$ cat src/rtl/link_list_walker_pkg.sv
// Shared defaults and state encoding for the per-port link-list walker.
package link_list_walker_pkg;

   localparam int ADDR_LENTH_DEF = 12;
   localparam int CNT_W_DEF      = 7;
   localparam int FIFO_DEPTH_DEF = 4;

   typedef enum logic {
      IDLE  = 1'b0,
      FETCH = 1'b1
   } walker_state_t;

endpackage

$ cat src/rtl/link_list_walker_blk_addr_fifo.sv
// Synchronous first-word-fall-through FIFO holding {block address, last} entries.
// The head is visible combinationally from storage; an empty FIFO presents zero.
module blk_addr_fifo
   import link_list_walker_pkg::*;
#(
   parameter int DATA_WIDTH = ADDR_LENTH_DEF + 1,
   parameter int FIFO_DEPTH = FIFO_DEPTH_DEF,
   localparam int PW = (FIFO_DEPTH > 1) ? $clog2(FIFO_DEPTH) : 1,
   localparam int CW = $clog2(FIFO_DEPTH + 1)
) (
   input  logic                  clk,
   input  logic                  rst,
   input  logic                  push,
   input  logic [DATA_WIDTH-1:0] push_data,
   input  logic                  pop,
   output logic [DATA_WIDTH-1:0] head_data,
   output logic                  empty,
   output logic                  full,
   output logic [CW-1:0]         count
);

   logic [DATA_WIDTH-1:0] mem [FIFO_DEPTH];
   logic [PW-1:0]         rd_ptr;
   logic [PW-1:0]         wr_ptr;
   logic [CW-1:0]         cnt;
   logic                  do_push;
   logic                  do_pop;

   function automatic logic [PW-1:0] ptr_inc(input logic [PW-1:0] p);
      if (p == PW'(FIFO_DEPTH - 1)) return '0;
      else                          return p + PW'(1);
   endfunction

   assign empty     = (cnt == '0);
   assign full      = (cnt == CW'(FIFO_DEPTH));
   assign do_pop    = pop & ~empty;
   // a pop in the same cycle frees the slot, so push is legal even when full
   assign do_push   = push & (~full | do_pop);
   assign head_data = empty ? '0 : mem[rd_ptr];
   assign count     = cnt;

   // pointer and occupancy bookkeeping
   always_ff @(posedge clk) begin
      if (rst) begin
         rd_ptr <= '0;
         wr_ptr <= '0;
         cnt    <= '0;
      end else begin
         if (do_push) wr_ptr <= ptr_inc(wr_ptr);
         if (do_pop)  rd_ptr <= ptr_inc(rd_ptr);
         case ({do_push, do_pop})
            2'b10:   cnt <= cnt + CW'(1);
            2'b01:   cnt <= cnt - CW'(1);
            default: cnt <= cnt;
         endcase
      end
   end

   // entry storage, data only
   always_ff @(posedge clk) begin
      if (do_push) mem[wr_ptr] <= push_data;
   end

   overflow_chk: assert property (@(posedge clk) disable iff (rst) !(push && full && !do_pop));

endmodule

$ cat src/rtl/link_list_walker.sv
// Per-port link-list walker: turns a packet descriptor into an ordered stream of
// block addresses by chasing next pointers through one link-list SRAM channel.
module link_list_walker
   import link_list_walker_pkg::*;
#(
   parameter int ADDR_LENTH = ADDR_LENTH_DEF,
   parameter int CNT_W      = CNT_W_DEF,
   parameter int FIFO_DEPTH = FIFO_DEPTH_DEF
) (
   input  logic                  iClk,
   input  logic                  iRst,
   input  logic                  iDescVld,
   output logic                  oDescRdy,
   input  logic [ADDR_LENTH-1:0] iHeadAddr,
   input  logic [CNT_W-1:0]      iBlkCnt,
   output logic                  oDescErr,
   output logic [ADDR_LENTH-1:0] oLaddr,
   output logic                  oLNxtAddrReq,
   input  logic [ADDR_LENTH-1:0] iLdata,
   input  logic                  iLdataVld,
   output logic [ADDR_LENTH-1:0] oBlkAddr,
   output logic                  oBlkLast,
   output logic                  oBlkVld,
   input  logic                  iBlkRdy
);

   localparam int CW = $clog2(FIFO_DEPTH + 1);
   localparam int DW = ADDR_LENTH + 1;
   localparam logic [CW-1:0] DEPTH_C = CW'(FIFO_DEPTH);

   walker_state_t         state;
   walker_state_t         state_next;
   logic [CNT_W-1:0]      remain_cnt;
   logic [CNT_W-1:0]      remain_next;
   logic [ADDR_LENTH-1:0] cur_addr;
   logic [ADDR_LENTH-1:0] cur_addr_next;
   logic                  req;
   logic                  req_next;
   logic                  desc_err;
   logic                  accept;
   logic                  desc_push;
   logic                  fetch_push;
   logic                  fifo_push;
   logic                  fifo_pop;
   logic                  fifo_empty;
   logic                  fifo_full;
   logic                  more_to_fetch;
   logic [DW-1:0]         push_data;
   logic [DW-1:0]         head_data;
   logic [CW-1:0]         fifo_count;
   logic [CW-1:0]         cnt_after;

   assign oDescRdy     = (state == IDLE) & ~fifo_full;
   assign accept       = iDescVld & oDescRdy;
   assign fifo_pop     = iBlkRdy & ~fifo_empty;
   assign oLaddr       = cur_addr;
   assign oLNxtAddrReq = req;
   assign oDescErr     = desc_err;
   assign oBlkAddr     = head_data[DW-1:1];
   assign oBlkLast     = head_data[0];
   assign oBlkVld      = ~fifo_empty;

   // next-state, FIFO push selection and lookup-request decision
   always_comb begin
      state_next    = state;
      remain_next   = remain_cnt;
      cur_addr_next = cur_addr;
      req_next      = 1'b0;
      desc_push     = 1'b0;
      fetch_push    = 1'b0;
      push_data     = '0;
      more_to_fetch = 1'b0;
      case (state)
         IDLE: begin
            if (accept && (iBlkCnt != '0)) begin
               desc_push = 1'b1;
               push_data = {iHeadAddr, (iBlkCnt == CNT_W'(1))};
               if (iBlkCnt != CNT_W'(1)) begin
                  state_next    = FETCH;
                  remain_next   = iBlkCnt - CNT_W'(1);
                  cur_addr_next = iHeadAddr;
               end
            end
         end
         FETCH: begin
            if (req && iLdataVld) begin
               fetch_push    = 1'b1;
               push_data     = {iLdata, (remain_cnt == CNT_W'(1))};
               cur_addr_next = iLdata;
               if (remain_cnt != '0) remain_next = remain_cnt - CNT_W'(1);
               more_to_fetch = (remain_cnt > CNT_W'(1));
               if (remain_cnt <= CNT_W'(1)) state_next = IDLE;
            end else begin
               more_to_fetch = (remain_cnt != '0);
            end
         end
         default: state_next = IDLE;
      endcase

      fifo_push = desc_push | fetch_push;
      cnt_after = fifo_count;
      if (fifo_push) cnt_after = cnt_after + CW'(1);
      if (fifo_pop)  cnt_after = cnt_after - CW'(1);

      // a lookup already in flight is held; otherwise issue only with a slot reserved for its answer
      if (state == FETCH) begin
         if (req && !iLdataVld) req_next = 1'b1;
         else                   req_next = more_to_fetch && (cnt_after < DEPTH_C);
      end
   end

   // FSM state register
   always_ff @(posedge iClk) begin
      if (iRst) state <= IDLE;
      else      state <= state_next;
   end

   // walk registers, lookup request and zero-length error pulse
   always_ff @(posedge iClk) begin
      if (iRst) begin
         remain_cnt <= '0;
         cur_addr   <= '0;
         req        <= 1'b0;
         desc_err   <= 1'b0;
      end else begin
         remain_cnt <= remain_next;
         cur_addr   <= cur_addr_next;
         req        <= req_next;
         desc_err   <= accept && (iBlkCnt == '0);
      end
   end

   blk_addr_fifo #(
      .DATA_WIDTH (DW),
      .FIFO_DEPTH (FIFO_DEPTH)
   ) u_fifo (
      .clk       (iClk),
      .rst       (iRst),
      .push      (fifo_push),
      .push_data (push_data),
      .pop       (fifo_pop),
      .head_data (head_data),
      .empty     (fifo_empty),
      .full      (fifo_full),
      .count     (fifo_count)
   );

endmodule

$ cat config.mk
export PLATFORM = sky130hd
export DESIGN_NAME = link_list_walker
export DESIGN_NICKNAME = d
export VERILOG_FILES = /design/src/rtl/link_list_walker_pkg.sv /design/src/rtl/link_list_walker_blk_addr_fifo.sv /design/src/rtl/link_list_walker.sv
export SDC_FILE = /design/constraint.sdc
export NUM_CORES = 1
export LEC_CHECK = 0
export BUFFER_PORTS_ARGS = -buffer_cell sky130_fd_sc_hd__buf_2
export CORE_MARGIN = 1
export CORE_UTILIZATION = 50
export DETAILED_ROUTE_END_ITERATION = 12
export HOLD_SLACK_MARGIN = 0.02
export PLACE_DENSITY_LB_ADDON = 0.2
export SYNTH_ARGS = -nofsm -noshare
export SYNTH_HDL_FRONTEND = slang
export SYNTH_SLANG_ARGS = --single-unit
$ cat constraint.sdc
create_clock -name iClk -period 2.3 [get_ports iClk]
set_input_delay 0 -clock iClk [delete_from_list [all_inputs] [get_ports iClk]]
set_output_delay 0 -clock iClk [all_outputs]
set_load 0.02 [all_outputs]
==> impl_metrics.ini <==
[run_status]
status = completed

[finish]
final_common_cell = buf_2
layout-drive-gt1-share_pct = 26.9
nets = 454
final_cell_mix = buf_2, edfxtp_1, dfxtp_1
diodes = 0
synthToLayoutAreaGrowth_pct = 24.3
stdcell_count = 508

[sta]
fmax_mhz = 470
finalWorstSetupSlack_ns = 0.172
period_needed_ns = 2.13
tightest_slew_ns = 0.619
fin_crit_sh_pct = 92.5
drv_slew = 0
finalHoldViolations = 0
tns_ns = 0
grt_setup_unrepaired = no
setup_viol = 0
max_slew_margin_pct = 58.7
clock_skew_ns = 0.00978

[global_route]
antenna_found_initial = 0
grt_max_degree = 30
grt_pass1_wl_mm = 12.7
grt_pass1_vias = 2608
globalRouteOverflowTotal = 0
grt.total_usage_pct = 21.6

[worst_setup_path]
crit_top_cell = buf_4
cp-end-kind = flip-flop
cpPeakStageDelay_ns = 0.35
worst_path_max_delay_cell = dfxtp_1
cp_cell_sequence = inv_1, ha_1, a21oi_4, o211a_4, buf_4, a21o_1, buf_4, o211ai_1, a22oi_1, nor2_1
path_delay_family = compound AO/OA/AOI/OAI gates
start_kind = flip-flop
critPathMaxFanout = 16
critical_path_required_ns = 2.52
critPathKind = flip-flop to flip-flop
worstPathArrival_ns = 2.35
cp_num_buf_inv = 3

[routing]
ant_nets = 0
drc_errors = 0
via_count = 2769
routed.top_layer = met4
vias_per_cell = 5.45
wl_met1_mm = 3.52
wl_met3_um = 348
first_pass_iters = 4
wl_per_cell_um = 16.1
dr.first_iter.drc_count = 104
wl_met2_mm = 4.14
wl_mm = 8.16

[synth]
synthCells = 312
synth.net_count = 362
ys_ff_latch = 83
ys_seq_area_share_pct = 56.9
yosys.area.top_type = edfxtp_1
syn_avg_cell_area_sq_um = 12.3
synth_top_cell_area_share_pct = 40.7
yosysUniqueCellTypes = 37
yosys_warnings = 0
syn-cell-area_sq_mm = 0.00384
synth.area.top_cells = edfxtp_1, dfxtp_1, mux4_2

[floorplanning]
core_area_sq_mm = 0.00733
die_h_um = 89.6
num_rows = 31
io_pins = 65
start_util_pct = 52.3
die_w_um = 89.6
dieArea_sq_mm = 0.00803

[placement]
hpwl_mm = 5.56
portBuffers = 64
dp_worst_setup_slack_ns = 0.0987
gp_congestion = 0.886
dp_cells = 473

[clocking]
clk_pin_slew_ns = 0.09
cts_buffer_depth = 2
cts_buffers = 9
worstSkewPairLatency_ns = 0.34
cts_sinks = 83
cts_root_buffer = clkbuf_8
htreeDepth = 3
cts_tree = built

[pwr]
peakVddDrop_v = 0.000496
leakage_uw = 0.00187
p_per_area_mw_per_mm2 = 990

[worst_hold_path]
hold_path.class = input port to flip-flop

[job]
cap_viol_max_count = 0
-- sequential cells by signal (all words and copies together) (netlist names), 2 cells and up, named ones only --
name	count
u_fifo.mem	52
oLaddr	12
remain_cnt	7
u_fifo.count	3
u_fifo.rd_ptr	2
u_fifo.wr_ptr	2
-- final timing paths --
kind	end	start	slack (ns)	cells past startpoint
max	remain_cnt[2]$_SDFFE_PP0P_	u_fifo.count[1]$_SDFFE_PP0P_	0.17	10
min	oLaddr[3]$_SDFFE_PP0P_	iLdata[3]	0.03	3
max reg2reg	remain_cnt[2]$_SDFFE_PP0P_	u_fifo.count[1]$_SDFFE_PP0P_	0.17	10
min reg2reg	flip-flop	u_fifo.rd_ptr[1]$_SDFFE_PP0P_	0.49	2
-- synthesized netlist by cell type (all sizes together) --
library cell,n
a22oi,2
a21o,1
nor3,3
mux2i,14
a211oi,13
o211a,1
xor2,5
o2111ai,1
buf,5
nand2,16
xnor2,3
o31ai,2
inv,13
nand2b,2
ha,14
or4,3
clkbuf,11
o22ai,3
nand3b,2
dfxtp,31
edfxtp,52
o211ai,1
o21ai,9
a21oi,16
a31oi,2
nor4,3
nand3,9
mux4,13
o22a,1
a2bb2oi,1
a22o,12
or3,2
nor2,28
and2,18
-- timing repair --
item | in CTS | in global routing
endpoints found under the hold margin | 11 | 0
gates resized for setup | 0 | 2
endpoints found under the setup margin | 0 | 13
hold buffers | 19 | 0
buffers inserted | 0 | 0
-- cells by family after synthesis --
family / synth area share (%)
DFF: 56.9
and+or+nand+nor: 10.9
xor gates and xnor gates: 1.83
buffers and inverters: 3.03
adders and majority gates: 4.57
AOI/OAI and AO/OA: 11.5
muxes: 11.3
-- through the flow --
step                      hold WS (ns)  util [%]  cell area (sq um)  power [uW]
final                           0.0293      65.0               4770        4720
after detailed placement         0.223      59.2               4340        3540
after CTS                       0.0202      64.9               4760        4750
after global placement           0.222      59.2               4340        3500
after global routing            0.0424      65.0               4770        5010
after floorplan                 0.0755         -               3860        3030
-- per-layer routing --
metal	GRT usage, %	up-vias
met1	27.8	1315
met4	8.37	0
met5	0	-
met3	4.11	13
met2	36.4	92
li1	-	1349
-- power by group --
group          internal (uW)  switching, uW  leakage [uW]
clock network            631            557      0.000113
logic                    719            933       0.00101
registers               1780            103      0.000746
-- final cells by class --
type | count | area [sq um]
Tap cell | 99 | 124
Clock buffer | 9 | 124
Sequential cell | 83 | 2180
Clock inverter | 7 | 105
Inverter | 13 | 48.8
Fill cell | 559 | 2560
Timing Repair Buffer | 97 | 616
Multi-Input combinational cell | 200 | 1570
-- tightest hold or removal path: cells and delay by family --
kind	cells	cell delay, ns
mux	1	0.13
buf+inv	1	0.10
compound gates	1	0.09
Power figures use the tool's default switching activity.
